<file path="config.mk">
export PLATFORM = sky130hd
export DESIGN_NAME = seq_pattern_tx
export DESIGN_NICKNAME = d
export VERILOG_FILES = /design/src/rtl/seq_pattern_tx.sv
export SDC_FILE = /design/constraint.sdc
export NUM_CORES = 1
export LEC_CHECK = 0
export ABC_AREA = 1
export ABC_CLOCK_PERIOD_IN_PS = 2000
export BUFFER_PORTS_ARGS = -buffer_cell sky130_fd_sc_hd__buf_2
export CAP_MARGIN = 20
export CORE_UTILIZATION = 54
export CTS_BUF_LIST = sky130_fd_sc_hd__clkbuf_16
export DETAILED_ROUTE_END_ITERATION = 12
export GPL_TIMING_DRIVEN = 0
export PLACE_DENSITY = 0.84
export SLEW_MARGIN = 5
export SYNTH_ARGS = -nofsm -noshare
export SYNTH_HDL_FRONTEND = slang
export SYNTH_SLANG_ARGS = --single-unit
</file>
<file path="constraint.sdc">
create_clock -name Clock -period 2 [get_ports Clock]
set_input_delay 0.3 -clock Clock [delete_from_list [all_inputs] [get_ports Clock]]
set_output_delay 0.3 -clock Clock [all_outputs]
set_load 0.005 [all_outputs]
</file>
<file path="src/rtl/seq_pattern_tx.sv">
// seq_pattern_tx: MSB-first serial pattern source for sequence detectors; also
// counts adjacent equal-bit pairs in each frame as the expected detector hit count.
`default_nettype none

module seq_pattern_tx #(
  parameter int N  = 16,
  parameter int CW = 5
) (
  input  logic          Clock,
  input  logic          Resetn,
  input  logic          Start,
  input  logic [N-1:0]  Data,
  input  logic [CW-1:0] Len,
  output logic          w,
  output logic          Valid,
  output logic          Busy,
  output logic          Done,
  output logic [CW-1:0] PairCount
);

  typedef enum logic [1:0] {
    IDLE = 2'd0,
    SEND = 2'd1,
    DONE = 2'd2
  } state_t;

  localparam logic [CW-1:0] N_CW = CW'(N);
  localparam logic [CW-1:0] ONE  = CW'(1);
  localparam logic [CW-1:0] SAT  = '1;

  state_t        state, state_nxt;
  logic [N-1:0]  shreg, shreg_nxt;
  logic [CW-1:0] bit_cnt, bit_cnt_nxt;
  logic [CW-1:0] pair_nxt;
  logic [CW-1:0] len_eff;
  logic          prev_bit, prev_bit_nxt;
  logic          have_prev, have_prev_nxt;
  logic          w_nxt, valid_nxt, busy_nxt, done_nxt;

  assign len_eff = (Len > N_CW) ? N_CW : Len;

  always_ff @(posedge Clock or negedge Resetn) begin
    if (!Resetn) begin
      state     <= IDLE;
      shreg     <= '0;
      bit_cnt   <= '0;
      prev_bit  <= 1'b0;
      have_prev <= 1'b0;
      w         <= 1'b0;
      Valid     <= 1'b0;
      Busy      <= 1'b0;
      Done      <= 1'b0;
      PairCount <= '0;
    end else begin
      state     <= state_nxt;
      shreg     <= shreg_nxt;
      bit_cnt   <= bit_cnt_nxt;
      prev_bit  <= prev_bit_nxt;
      have_prev <= have_prev_nxt;
      w         <= w_nxt;
      Valid     <= valid_nxt;
      Busy      <= busy_nxt;
      Done      <= done_nxt;
      PairCount <= pair_nxt;
    end
  end

  always_comb begin
    state_nxt     = state;
    shreg_nxt     = shreg;
    bit_cnt_nxt   = bit_cnt;
    prev_bit_nxt  = prev_bit;
    have_prev_nxt = have_prev;
    pair_nxt      = PairCount;
    w_nxt         = 1'b0;
    valid_nxt     = 1'b0;
    busy_nxt      = 1'b0;
    done_nxt      = 1'b0;

    case (state)
      IDLE: begin
        if (Start) begin
          pair_nxt      = '0;
          prev_bit_nxt  = 1'b0;
          have_prev_nxt = 1'b0;
          if (len_eff != '0) begin
            shreg_nxt   = Data;
            bit_cnt_nxt = len_eff;
            state_nxt   = SEND;
          end else begin
            state_nxt   = DONE;
          end
        end
      end

      SEND: begin
        w_nxt     = shreg[N-1];
        valid_nxt = 1'b1;
        busy_nxt  = 1'b1;
        // The first bit has no predecessor inside the frame, so it never scores.
        if (have_prev && (shreg[N-1] == prev_bit) && (PairCount != SAT))
          pair_nxt = PairCount + ONE;
        prev_bit_nxt  = shreg[N-1];
        have_prev_nxt = 1'b1;
        shreg_nxt     = {shreg[N-2:0], 1'b0};
        bit_cnt_nxt   = bit_cnt - ONE;
        if (bit_cnt == ONE)
          state_nxt = DONE;
      end

      DONE: begin
        done_nxt  = 1'b1;
        busy_nxt  = 1'b1;
        state_nxt = IDLE;
      end

      default: state_nxt = IDLE;
    endcase
  end

endmodule

`default_nettype wire

</file>
Yosys cells after proc, flatten, opt, wreduce, memory -nomap -nowiden --
Index checks and enable logic that the tools add are counted.
Operators by class: muxes and demuxes 21, $add $sub $neg 2, equality and inequality tests 9, magnitude comparators 1, reductions and logical operators 10
Operator list (count):
- 2-to-1 mux 16 bit | 2
- one-hot mux 16 bit (2 select lines) | 1
- 2-to-1 mux 5 bit | 5
- one-hot mux 5 bit (2 select lines) | 2
- inequality test 2 bit (second input constant) | 4
- 2-to-1 mux 2 bit | 3
- AND reduction 3 bit | 2
- adder 5 x 1 -> 5 bit (second input constant) | 1
- equality test 5 x 1 -> 1 bit (second input constant) | 1
- greater-than comparator 5 bit (second input constant) | 1
- 2-to-1 mux 1 bit | 5
- inequality test 5 bit (second input constant) | 1
- nonzero test 5 bit | 1
- subtractor 5 x 1 -> 5 bit (second input constant) | 1
- one-hot mux 1 bit (2 select lines) | 2
- one-hot mux 2 bit (2 select lines) | 1
- AND reduction 2 bit | 2
- equality test 2 x 1 -> 1 bit (second input constant) | 1
- equality test 2 bit (second input constant) | 1
- logical AND 1 bit | 2
- zero test 2 bit | 1
- nonzero test 2 bit | 1
- OR reduction 2 bit | 1
- equality test 1 bit | 1
Word-level totals: word-level logic and storage cells 53, register bits after elaboration 34, output and inout bits 9, bits of input ports 24

Longest topological paths before layout --
depth in word-level cells 6, mapped depth 10, depth with buffers taken out 10

Worst setup path after synthesis --
No wires, ideal clock.
path type flip-flop to flip-flop, start reg PairCount[0], end reg PairCount[3], cell stages (with the launch flop) 11, clock period less this slack 1488 ps, buffers on the path 0, library setup time 117 ps, arrival 1371 ps, path slack 512 ps, required time 1883 ps, path through dfrtp_1 > ha_1 > nand2_1 > nor2_1 > ha_1 > nor2_1 > nand3_1 > nand2_1 > nand2_1 > nand2_1 > nand2_1
Between the ends: cells in the longest elaborated chain, start to end 4, elaborated cells on any way between the ends 7, those cells by class add/sub (1); eq/ne (2); mux (2); reduce/logical (2)
RTL lines:
- start, declared | line 18 | output logic [CW-1:0] PairCount
- start signal, assigned | line 64 | PairCount <= pair_nxt;
- parallel branches: the longest is 4 deep, another holds adder 5 x 1 -> 5 bit
Several ways; the timed one is not identified. The select of a mux whose other input is x is not followed. A chain may end at the register's enable or synchronous reset.

Worst setup path after layout --
Same ends and word-level chain as after synthesis.

==> impl_summary.txt <==
----------------------------------------------------
[Status]
  Status ... complete, no violations

[Logic synthesis]
  Area share of the leading cell type in the synthesized netlist ... 0.4861
  Share of the yosys chip area belonging to registers ... 0.4861
  Warning count from the yosys run ... 0
  Area of the mapped netlist ... 0.001750 mm^2
  Cell types occupying the most area after synthesis ... dfrtp_1 49%, nand2_1 14%, mux2i_1 8.6%
  Synthesized flop and latch total ... 34
  Net count after synthesis ... about 230
  Biggest area consumer among synthesized cells ... dfrtp_1
  Synth Instances ... 203
  Number of distinct library cell variants in the gate-level netlist after synthesis ... 21
  Synthesized area per cell ... 8.623 um^2

[Place]
  Final weighted congestion in routability-driven placement ... 0.8490
  Hpwl dp ... between 2 and 2.5 mm
  Number of buffers added on ports ... 32
  Pre-CTS setup slack ... ~0.37 ns

[Worst setup path]
  Worst-case register-to-register setup slack ... ~0.37 ns
  Worst Path Arrival ... 1.80 ns
  Setup crit end kind ... register
  Kind of launch point of the worst setup path ... register
  FF-to-FF Start ... PairCount[0]
  Setup CP Type ... register to register
  Highest fanout seen on the critical path ... 6
  Capture point of the worst reg-to-reg path ... PairCount[3]
  R2R cell count ... 10
  Worst EP required ... 2.17 ns

[Clock network]
  Number of clock buffers inserted by TritonCTS ... 5
  Cell chosen for the clock root ... clkbuf_16
  CTS tree ... built
  Number of instances resized during post-cts repair ... 0
  Buffers inserted during post-CTS setup optimization ... 0
  # clock sinks ... 34
  Hold-fix buffers at CTS ... 0
  Clock latency on the worst-skew pair ... 0.28 ns
  H-tree depth ... 2
  Clock edge transition at the registers on the reported setup and hold paths ... approximately 0.05 ns
  Max clock buf depth ... 2

[Detailed routing]
  Number of nets still failing antenna checks after routing ... 0
  DRT iter0 DRCs ... 62
  Routed length per instance ... 11.52 um
  Vias per cell ... 4.976
  DRC violations left ... 0
  WL final ... 3.305 mm
  Detailed-routing iteration count for the pre-antenna-repair pass ... 4
  Via total after detailed routing ... 1428

[STA]
  Final count of pins violating max slew ... 0
  Sum Neg Setup Slack ... 0 ns
  Fin. Hold Viols ... 0
  Crit path setup slack, layout ... roughly 0.37 ns
  Unrepaired setup endpoints after global routing ... no
  Max Freq ... 613.6 MHz
  Post-route clock period utilization ... 0.8148
  Post-layout min period ... 1.630 ns
  Transition time of the tightest slew-check pin ... 0.7458 ns
  Number of endpoints failing setup at the final stage ... 0
  Maximum clock skew at final layout ... 0.004897 ns
  Worst rel slew slack ... 0.5028

[Layout]
  Most common cell after layout, fill and taps aside ... nand2_1
  Inserted Diodes ... 0
  Commonest cells after routing, fill and taps aside ... 65 x nand2_1, 34 x dfrtp_1, 34 x buf_2
  Share of layout cells above drive strength 1 ... 0.2099
  Final net count ... 273
  Area growth syn-to-layout ... 20.37%

[Run]
  Number of max-capacitance violations reported ... 0

[Power and ir drop]
  P per Cell Area ... 1603 mW/mm^2
  Leakage power summed over all cells ... roughly 1.1 nW
  Max VDD drop ... between 0.8 and 0.9 mV

[Global route]
  Number of antenna violations at the first check in global routing ... 0
  Number of global-route vias before repair ... 1321
  Maximum number of pins on one net before global-route repair ... 35
  Overall routing resource usage ... 0.2274
  Global-route wire length before repair ... 5.789 mm
  Final global-route overflow total ... 0

[Die]
  Placeable core region ... 0.003053 mm^2
  Die span in y ... between 50 and 60 um
  Number of top-level design ports ... 33
  Full die area ... roughly 0.0035 mm^2
  Starting utilization of the core area ... 0.5734
  Chip Width ... around 60 um
  Number of rows in the core area ... 20

[Worst hold path]
  Hold Crit Class ... primary input to asynchronous set/reset pin

----------------------------------------------------
[sequential cells by signal, indices dropped and copies added, names as in the netlist]
signal / count
Busy: 1
Done: 1
PairCount: 5
Valid: 1
bit_cnt: 5
have_prev: 1
prev_bit: 1
shreg: 16
state: 2
w: 1
[stage by stage]
stage	cell area [um^2]	hold slack, ns	std cells	power [W]	utilization
final	2107	0.08890	287	0.003377	0.6902
after global placement	1966	0.4036	279	0.002605	0.6439
after CTS	2107	0.1074	287	0.003408	0.6902
after detailed placement	1966	0.4100	279	0.002657	0.6439
after global routing	2107	0.1511	287	0.003672	0.6902
after floorplan	1750	0.004409	203	0.002294	-
[synthesized netlist by cell type]
library cell / number
a22oi_1: 1
nand3_1: 11
nand4_1: 3
nand2_1: 65
o21ai_2: 1
mux2i_1: 15
o21ai_1: 10
inv_1: 18
nand2_4: 1
buf_4: 2
nor3b_1: 1
o21ai_0: 12
nor2_1: 12
xnor2_1: 1
inv_2: 2
buf_6: 3
a21oi_1: 1
ha_1: 7
buf_2: 2
nand2_2: 1
dfrtp_1: 34
[worst max-delay path by stage]
stage / start / endpoint / slack, ns / cells past startpoint
2_1_floorplan: PairCount[0] / PairCount[3] / 0.51 / 10
3_5_place_dp: PairCount[0] / PairCount[3] / 0.37 / 10
6_report: PairCount[0] / PairCount[3] / 0.37 / 10
3_3_place_gp: PairCount[0] / PairCount[4] / 0.40 / 10
5_1_grt: PairCount[0] / PairCount[3] / 0.18 / 10
4_1_cts: PairCount[0] / PairCount[3] / 0.36 / 10
[critical path: stages, from the launching register on]
cell     delay (ns)
dfrtp_1        0.43
ha_1           0.24
nand2_1        0.08
nor2_1         0.04
ha_1           0.16
nor2_1         0.10
nand3_1        0.09
nand2_1        0.11
nand2_1        0.13
nand2_1        0.09
nand2_1        0.05
[layer usage]
layer | up-vias | wire, um | global-route usage
li1 | 731 | - | -
met1 | 655 | 1480 | 0.2803
met2 | 35 | 1626 | 0.3896
met3 | 7 | 142 | 0.05275
met4 | 0 | 56 | 0.08163
met5 | - | 0 | 0
[kinds of logic after synthesis]
family                     Yosys count  share of synthesized area
buffers and inverters               27                    0.07648
muxes                               15                    0.08577
AOI/OAI and AO/OA                   25                    0.07506
adders and majority gates            7                    0.05003
xor gates and xnor gates             1                   0.005004
DFF                                 34                     0.4861
and+or+nand+nor                     94                     0.2216
[final cells by class]
cell class	count	area (um^2)
plain buffers	7	58.81
clock buffers	5	125.1
multi-input cells	142	765.7
flip-flops and latches	34	850.8
clock inverters	3	16.27
repair buffers	32	160.2
inverters	20	75.07
fillers	271	945.9
well taps	44	55.05
[report_power, final]
group	total, W	internal, W	switching (W)
sequential	0.00117	0.000989	0.000181
clock	0.000728	0.000453	0.000275
combinational	0.00148	0.000613	0.000865
(Power assumes the default switching activity.)
